[src/rtl/input_debouncer_if.sv]
// Raw board inputs and their debounced levels, edge pulses and sample strobe.
interface input_debouncer_if #(
  parameter int unsigned NB_BTN = 4,
  parameter int unsigned NB_SW  = 16
);
  logic [NB_BTN-1:0] btn_in;
  logic [NB_SW-1:0]  sw_in;
  logic [NB_BTN-1:0] btn_out;
  logic [NB_SW-1:0]  sw_out;
  logic [NB_BTN-1:0] btn_press;
  logic [NB_BTN-1:0] btn_release;
  logic              sw_changed;
  logic              tick;

  modport master (
    output btn_in, sw_in,
    input  btn_out, sw_out, btn_press, btn_release, sw_changed, tick
  );

  modport slave (
    input  btn_in, sw_in,
    output btn_out, sw_out, btn_press, btn_release, sw_changed, tick
  );
endinterface

[src/rtl/input_debouncer.sv]
// Button/switch debouncer: 2-flop sync, tick prescaler, per-bit stability counters
// that accept a new level only after STABLE consecutive differing ticks.
module input_debouncer #(
  parameter int unsigned NB_BTN = 4,
  parameter int unsigned NB_SW  = 16,
  parameter int unsigned DIV    = 25000,
  parameter int unsigned STABLE = 8
) (
  input  logic              clk,
  input  logic              reset,
  input_debouncer_if.slave  bus
);

  localparam int unsigned NB = NB_BTN + NB_SW;
  localparam int unsigned PW = $clog2(DIV);
  localparam int unsigned CW = $clog2(STABLE + 1);

  logic [NB-1:0] meta_q;
  logic [NB-1:0] sync_q;
  logic [NB-1:0] out_q;
  logic [NB-1:0] out_nxt;
  logic [PW-1:0] pre_q;
  logic          tick_q;
  logic [CW-1:0] cnt_q   [NB];
  logic [CW-1:0] cnt_nxt [NB];
  logic [NB_BTN-1:0] press_q;
  logic [NB_BTN-1:0] release_q;
  logic              changed_q;

  // Switches occupy the upper bits, buttons the lower bits of every per-bit vector.
  always_ff @(posedge clk or negedge reset) begin
    if (!reset) begin
      meta_q <= '0;
      sync_q <= '0;
    end else begin
      meta_q <= {bus.sw_in, bus.btn_in};
      sync_q <= meta_q;
    end
  end

  always_ff @(posedge clk or negedge reset) begin
    if (!reset) begin
      pre_q  <= '0;
      tick_q <= 1'b0;
    end else begin
      tick_q <= (pre_q == PW'(DIV - 1));
      if (pre_q == PW'(DIV - 1)) pre_q <= '0;
      else                       pre_q <= pre_q + PW'(1);
    end
  end

  // Any tick that sees sync equal to the accepted level throws the count away.
  always_comb begin
    out_nxt = out_q;
    for (int i = 0; i < int'(NB); i++) cnt_nxt[i] = cnt_q[i];
    if (tick_q) begin
      for (int i = 0; i < int'(NB); i++) begin
        if (sync_q[i] == out_q[i]) begin
          cnt_nxt[i] = '0;
        end else if (cnt_q[i] == CW'(STABLE - 1)) begin
          out_nxt[i] = sync_q[i];
          cnt_nxt[i] = '0;
        end else begin
          cnt_nxt[i] = cnt_q[i] + CW'(1);
        end
      end
    end
  end

  always_ff @(posedge clk or negedge reset) begin
    if (!reset) begin
      out_q     <= '0;
      press_q   <= '0;
      release_q <= '0;
      changed_q <= 1'b0;
      for (int i = 0; i < int'(NB); i++) cnt_q[i] <= '0;
    end else begin
      out_q     <= out_nxt;
      cnt_q     <= cnt_nxt;
      press_q   <= out_nxt[NB_BTN-1:0] & ~out_q[NB_BTN-1:0];
      release_q <= ~out_nxt[NB_BTN-1:0] & out_q[NB_BTN-1:0];
      changed_q <= |(out_nxt[NB-1:NB_BTN] ^ out_q[NB-1:NB_BTN]);
    end
  end

  assign bus.btn_out     = out_q[NB_BTN-1:0];
  assign bus.sw_out      = out_q[NB-1:NB_BTN];
  assign bus.btn_press   = press_q;
  assign bus.btn_release = release_q;
  assign bus.sw_changed  = changed_q;
  assign bus.tick        = tick_q;

endmodule

[src/flat_wrapper.sv]
// flat-port wrapper written by rule: the top's interface ports become plain ports
module input_debouncer_flat 
#(
  parameter int unsigned NB_BTN = 4,
  parameter int unsigned NB_SW  = 16,
  parameter int unsigned DIV    = 25000,
  parameter int unsigned STABLE = 8
)
  (clk, reset, bus_btn_in, bus_sw_in, bus_btn_out, bus_sw_out, bus_btn_press, bus_btn_release, bus_sw_changed, bus_tick);
  input_debouncer_if #(.NB_BTN(NB_BTN), .NB_SW(NB_SW)) bus_i ();
  input  logic clk;
  input  logic reset;
  input wire logic [$bits(bus_i.btn_in)-1:0] bus_btn_in;
  input wire logic [$bits(bus_i.sw_in)-1:0] bus_sw_in;
  output wire logic [$bits(bus_i.btn_out)-1:0] bus_btn_out;
  output wire logic [$bits(bus_i.sw_out)-1:0] bus_sw_out;
  output wire logic [$bits(bus_i.btn_press)-1:0] bus_btn_press;
  output wire logic [$bits(bus_i.btn_release)-1:0] bus_btn_release;
  output wire logic [$bits(bus_i.sw_changed)-1:0] bus_sw_changed;
  output wire logic [$bits(bus_i.tick)-1:0] bus_tick;
  assign bus_i.btn_in = bus_btn_in;
  assign bus_i.sw_in = bus_sw_in;
  assign bus_btn_out = bus_i.btn_out;
  assign bus_sw_out = bus_i.sw_out;
  assign bus_btn_press = bus_i.btn_press;
  assign bus_btn_release = bus_i.btn_release;
  assign bus_sw_changed = bus_i.sw_changed;
  assign bus_tick = bus_i.tick;
  input_debouncer #(.NB_BTN(NB_BTN), .NB_SW(NB_SW), .DIV(DIV), .STABLE(STABLE)) u_core (.clk(clk), .reset(reset), .bus(bus_i));
endmodule
[config.mk]
export PLATFORM = sky130hd
export DESIGN_NAME = input_debouncer_flat
export DESIGN_NICKNAME = d
export VERILOG_FILES = /design/src/rtl/input_debouncer_if.sv /design/src/rtl/input_debouncer.sv /design/src/flat_wrapper.sv
export SDC_FILE = /design/constraint.sdc
export NUM_CORES = 1
export LEC_CHECK = 0
export ABC_AREA = 1
export CAP_MARGIN = 10
export CELL_PAD_IN_SITES_DETAIL_PLACEMENT = 1
export CELL_PAD_IN_SITES_GLOBAL_PLACEMENT = 1
export CORE_MARGIN = 2
export CORE_UTILIZATION = 49
export DETAILED_ROUTE_END_ITERATION = 10
export GPL_ROUTABILITY_DRIVEN = 0
export PLACE_DENSITY_LB_ADDON = 0.3
export SYNTH_ARGS = -nofsm -noshare
export SYNTH_HDL_FRONTEND = slang
export SYNTH_SLANG_ARGS = --single-unit
[constraint.sdc]
create_clock -name clk -period 3.9 [get_ports clk]
set_clock_uncertainty 0.1 [all_clocks]
set_input_delay 0.585 -clock clk [delete_from_list [all_inputs] [get_ports clk]]
set_output_delay 0.585 -clock clk [all_outputs]
set_load 0.01 [all_outputs]
==> metrics.txt, run 1 <==
outcome=finished, final reports clean; overall power=~3.5 mW; via/cell ratio=between 5 and 6; Hold Violations, Final=0; Setup CP Type=register to primary output; postcts setup bufs=0; DRT Pass-1 Iters=4; Least-Margin Pin Slew=0.962 ns; CTS Root Cell=clkbuf_16; Vias=5,568; Clk pwr share=a little under half; maxcap violations=0; Synth Flop Type=dfrtp_1; min Tclk post-route=around 2.7 ns; synthesized flop and latch total=about 170; commonest cells in the netlist=nand2_1 (185), dfrtp_1 (165), nor2_1 (112), inv_1 (65), a21oi_1 (49); CP Launch Type=register; Int Pwr=about 2.7 mW; Leakage=roughly 4.1 nW; Combinational Power Share=under 10%; highest clock rate=about 370 MHz; Sw Ratio=22.8%; # resized after CTS=0; core area=around 15,000 um2; Non-Filler Instances=between 1k and 1.5k; ant diodes=0; total track usage=22.7%; crit path DAT=2.04 ns; VDD IR max=0.331 mV; number of port buffers=just over 50; I/O pins=between 50 and 60; final WL=between 15,000 and 20,000 um; hold-fix buffer count after cts=0; CTS buffer count=17; Placed Cells=a little over 1k; sequential power share=between 40% and 50%; Die Footprint=roughly 16,000 um2; Layout area overhead=17.0%; syn nets=839; Die Width=~130 um; Cell Area, Synth=approximately 7300 um2; largest net degree at the start of global routing=slightly below 80; sequential share of the synthesized area=between 50% and 60%; CTS max path bufs=2; DR WL/cell=around 16 um; CP top delay family=flip-flops; total grt overflow=0; HPWL after detailed placement=around 11,000 um; CP max-delay cell=dfrtp_4; worst min path class=input port to asynchronous set/reset pin; Distinct cells, synth=31; Buf/Inv on CP=1; Tcrit/Tclk final=between 60 and 70%; Slowest Stage Delay on Critical Path=a little under 0.9 ns; Final TNS setup=0 ns; Synth Area per Inst=a little over 9 um2; final setup violation count=0; Crit. End Element=primary output; synth top area cells=dfrtp_1 (57%), nand2_1 (9.5%), nor2_1 (5.8%); worst path required time=around 3.2 ns; Synth area leader=dfrtp_1; clk_lat worst skew=around 0.44 ns; CTS tree=yes; H-tree depth=4; antenna-violating nets left=0; Clock Sinks=~170; CP cell instances=clkdlybuf4s50_1; PD cells=a little over 400 nW/um2; Yosys top cell area share=approximately 57%; switching power=~800 uW; Filler cells=between 1.5k and 2k; Post-synth EDFFs=0; count leader, synth=nand2_1; Post-Syn Instances=a little under 800; Worst-path clk slew=0.08 ns; unrepaired setup endpoints after global routing=false; Slew Viols, Final=0; first-pass GRT wire length=between 20,000 and 30,000 um; NumNets Final=between 800 and 900; vias in the first global route=around 6k; worst rel slew slack=between 30% and 40%; Detailed Route Iter0 Violations=about 430; Rows=44; initial antenna violation count=0; Initial Util=around half; Yosys Warn Count=0; Die Span Y=126 um; drt drc=0; asr flop ratio synth=100%; layout cells sized above 1=6.73%; Crit Path Max Fanout=61
[per-stage QoR]
step | setup WS [ns] | hold WS [ns] | instance area (um2) | utilization, %
4_1_cts | 1.20 | 0.0109 | 8530 | 58.7
6_report | 1.17 | 0.00335 | 8530 | 58.7
5_1_grt | 1.12 | 0.0288 | 8530 | 58.7
3_3_place_gp | 1.67 | 0.232 | 7950 | 54.7
3_5_place_dp | 1.56 | 0.238 | 7950 | 54.7
2_1_floorplan | 2.49 | 0.189 | 7290 | -
[layout make-up]
cell class / count / area (um2) / share of cell area [%]
clock buffers: 19 / 433 / 5.08
well taps: 184 / 230 / 2.70
inverters: 68 / 255 / 2.99
flip-flops and latches: 165 / 4130 / 48.5
clock inverters: 13 / 150 / 1.76
repair buffers: 54 / 547 / 6.41
multi-input cells: 543 / 2780 / 32.6
[cell usage in the layout, fill, tap and decap left out, types with 4 or more instances in the layout]
cell type	count
nand3_1	27
o21ai_0	42
nor3_1	10
nand4_1	28
nand2_1	185
or2_2	5
xnor2_1	12
xor2_1	28
dfrtp_1	164
ha_1	21
inv_1	65
mux2_2	5
clkinvlp_4	5
clkdlybuf4s50_1	50
clkbuf_16	17
o21ai_1	4
nor2_1	112
a21oi_1	49
[path summary, 6_finish.rpt]
| kind | startpoint | end | slack [ns] | cells after the start |
|---|---|---|---|---|
| max in group asynchronous | reset | u_core.bus.tick | 2.85 | 2 |
| min in group clk | u_core.meta_q[0] | u_core.sync_q[0] | 0.24 | 0 |
| worst max-delay path | u_core.bus.tick | bus_tick | 1.17 | 1 |
| worst max register to register | u_core.bus.tick | u_core.bus.sw_changed | 1.48 | 7 |
| worst min register to register | u_core.meta_q[0] | u_core.sync_q[0] | 0.24 | 0 |
| worst min-delay path | reset | u_core.out_q[4] | 0.003 | 1 |
[cells by family (layout without fill, tap and decap cells)]
family	after synthesis	count (layout)	synth area share [%]
DFF	165	165	56.6
adders and majority gates	21	21	3.60
buffers and inverters	88	154	5.25
AOI/OAI and AO/OA	97	97	6.71
and+or+nand+nor	380	380	22.2
muxes	5	5	0.772
xor gates and xnor gates	40	40	4.80
[metal layers]
metal	wire length, um	up-vias	global-route usage [%]	share of wire (%)
met4	317	0	8.53	1.9
li1	-	2672	-	-
met2	8700	89	39.8	51
met5	0	-	0	0
met1	7540	2779	27.7	44
met3	506	28	4.63	3.0
[state kept, by name, summed over array words and instances (netlist names)]
name and flops:
u_core.pre_q 15, u_core.bus.btn_release 4, u_core.sync_q 20, u_core.cnt_q 80
u_core.meta_q 20, u_core.bus.tick 1, u_core.bus.btn_press 4, u_core.bus.sw_changed 1
u_core.out_q 20
[power groups by stage]
| stage | logic, mW | clock network, mW | registers, mW |
|---|---|---|---|
| finish | 0.0934 | 1.68 | 1.74 |
| global route | 0.107 | 1.78 | 1.74 |
| CTS | 0.0973 | 1.71 | 1.74 |
| detailed placement | 0.0960 | 0 | 1.77 |
| global placement | 0.0909 | 0 | 1.77 |
| floorplan | 0.0273 | 0 | 1.77 |
No activity file was read; power rests on OpenSTA's default activity.
==> inputs of run 2 (changes only) <==
CORE_UTILIZATION = 45   (was 49)
clock period = 2.65 ns   (was 3.9 ns; I/O delays follow)
==> run 2 against run 1 <==
Sequential power is 47% higher. Final area is 1.6% higher. Clock power is 52% higher. Setup slack worse by 0.61 ns. Combinational power is 54% higher. Power is 50% higher. Die area is 8.6% higher. Cell count is 3.5% higher. Hold slack better by 0.24 ns. Critical path depth stayed put. Sequential share of layout area is 0.74 points lower. Sequential cell count stayed put.
==> metrics.txt, run 2 (synthesis gave the netlist of run 1 again) <==
Worst-path clk slew=0.06 ns (was 0.08 ns); Hold Violations, Final=0 (unchanged); outcome=finished, final reports clean (unchanged); Tcrit/Tclk final=between 70% and 80%; CTS max path bufs=2 (unchanged); postcts setup bufs=0 (unchanged); vias in the first global route=6,234 (was 6,138); clk_lat worst skew=0.43 ns (was 0.44 ns); H-tree depth=4 (unchanged); crit path DAT=1.59 ns (was 2.04 ns); Placed Area=8040 um2 (was 7950 um2); Slew Viols, Final=0 (unchanged); final setup violation count=0 (unchanged); maxcap violations=0 (unchanged); CTS tree=yes (unchanged); Leakage=4.16 nW (was 4.12 nW); HPWL after detailed placement=11,400 um (was 11,300 um); min Tclk post-route=roughly 2.1 ns; Detailed Route Iter0 Violations=221 (was 434); NumNets Final=897 (was 892); Buf/Inv on CP=1 (unchanged); total grt overflow=0 (unchanged); highest clock rate=about 480 MHz; Vias=5,625 (was 5,568); Reg with most FFs=u_core.cnt_q (unchanged); Crit Path Max Fanout=18 (was 61); worst min path class=register to register (was input port to asynchronous set/reset pin); CP cell instances=clkdlybuf4s50_1 (unchanged); Rows=46 (was 44); dpl ws=0.858 ns (was 1.56 ns); antenna-violating nets left=0 (unchanged); worst rel slew slack=66.4% (was 35.7%); Die Width=131 um (was 126 um); Slowest Stage Delay on Critical Path=0.61 ns (was 0.88 ns); number of port buffers=51 (unchanged); initial antenna violation count=0 (unchanged); PD cells=607 nW/um2 (was 412 nW/um2); Die Footprint=17,200 um2 (was 15,900 um2); max FFs per register=80 (unchanged); Least-Margin Pin Slew=0.504 ns (was 0.962 ns); design area=8660 um2 (was 8530 um2); via/cell ratio=5.19 (was 5.32); Layout area overhead=18.8% (was 17.0%); total track usage=21.0% (was 22.7%); Clock Sinks=165 (unchanged); CP Launch Type=register (unchanged); CP top delay family=buffers and inverters (was flip-flops); Setup CP Type=register to primary output (unchanged); Final TNS setup=0 ns (unchanged); # resized after CTS=0 (unchanged); VDD IR max=0.481 mV (was 0.331 mV); commonest non-fill, non-tap cells in the layout=nand2_1 (185), dfrtp_1 (164), nor2_1 (112) (unchanged); I/O pins=52 (unchanged); final WL=16,800 um (was 17,100 um); CP max-delay cell=clkdlybuf4s50_1 (was dfrtp_4); Die Span Y=131 um (was 126 um); largest net degree at the start of global routing=68 (was 79); layout cells sized above 1=7.27% (was 6.73%); core area=15,900 um2 (was 14,500 um2); CTS buffer count=17 (unchanged); most common cell after layout, fill and taps aside=nand2_1 (unchanged); DR WL/cell=15.5 um (was 16.3 um); ant diodes=0 (unchanged); CTS Root Cell=clkbuf_16 (unchanged); first-pass GRT wire length=29,300 um (was 29,000 um); Crit. End Element=primary output (unchanged); worst path required time=2.15 ns (was 3.21 ns); drt drc=0 (unchanged); unrepaired setup endpoints after global routing=false (unchanged); Initial Util=45.9% (was 50.2%); final setup margin=0.560 ns (was 1.17 ns); DRT Pass-1 Iters=4 (unchanged)
==> run 2: changes by cell type in the layout (fill, tap and decap cells not counted), moves of 2 or more <==
cell      change
clkinv_4      -2
buf_4         +2
clkbuf_8      +2
buf_12        +2
inv_6         -3
clkinv_2      +2
==> run 2: power breakdown <==
| group | internal (mW) | switching [mW] | total [mW] |
|---|---|---|---|
| combinational | 0.0510 | 0.0929 | 0.144 |
| clock | 1.53 | 1.02 | 2.55 |
| sequential | 2.55 | 0.0129 | 2.56 |
==> run 2: final timing paths <==
check | end | from | slack, ns | cells past startpoint
min | u_core.sync_q[16] | u_core.meta_q[16] | 0.25 | 0
min reg2reg | u_core.sync_q[16] | u_core.meta_q[16] | 0.25 | 0
min in group asynchronous | u_core.out_q[3] | reset | 0.39 | 2
max reg2reg | u_core.cnt_q[3] | u_core.bus.tick | 0.82 | 4
max in group asynchronous | u_core.meta_q[8] | reset | 1.35 | 3
max | bus_tick | u_core.bus.tick | 0.56 | 1
==> run 2: metrics by stage <==
| stage | hold WS, ns | total power [mW] | instances | utilization, % |
|---|---|---|---|---|
| after global placement | 0.232 | 2.75 | 1050 | 50.6 |
| final | 0.247 | 5.26 | 1083 | 54.5 |
| after floorplan | 0.00191 | 2.65 | 796 | - |
| after detailed placement | 0.236 | 2.76 | 1050 | 50.6 |
| after CTS | 0.250 | 5.32 | 1083 | 54.5 |
| after global routing | 0.254 | 5.45 | 1083 | 54.5 |
==> run 2: cell type report <==
| class | count | area (um2) |
|---|---|---|
| fillers | 1841 | 7220 |
| repair buffers | 59 | 612 |
| clock buffers | 20 | 457 |
| inverters | 68 | 255 |
| flip-flops and latches | 165 | 4130 |
| clock inverters | 12 | 154 |
| multi-input cells | 543 | 2780 |
| well taps | 216 | 270 |
==> run 2: what timing repair did <==
item / in CTS / in global routing
hold buffers: 1 / 0
hold endpoints to repair: 45 / 0
endpoints found under the setup margin: 0 / 0
==> run 2: metal layers <==
layer / wire length, um / GRT usage, % / up-vias
li1: - / - / 2682
met5: 0 / 0 / -
met4: 312 / 7.91 / 0
met2: 8900 / 38.0 / 71
met3: 424 / 4.55 / 29
met1: 7180 / 24.5 / 2843
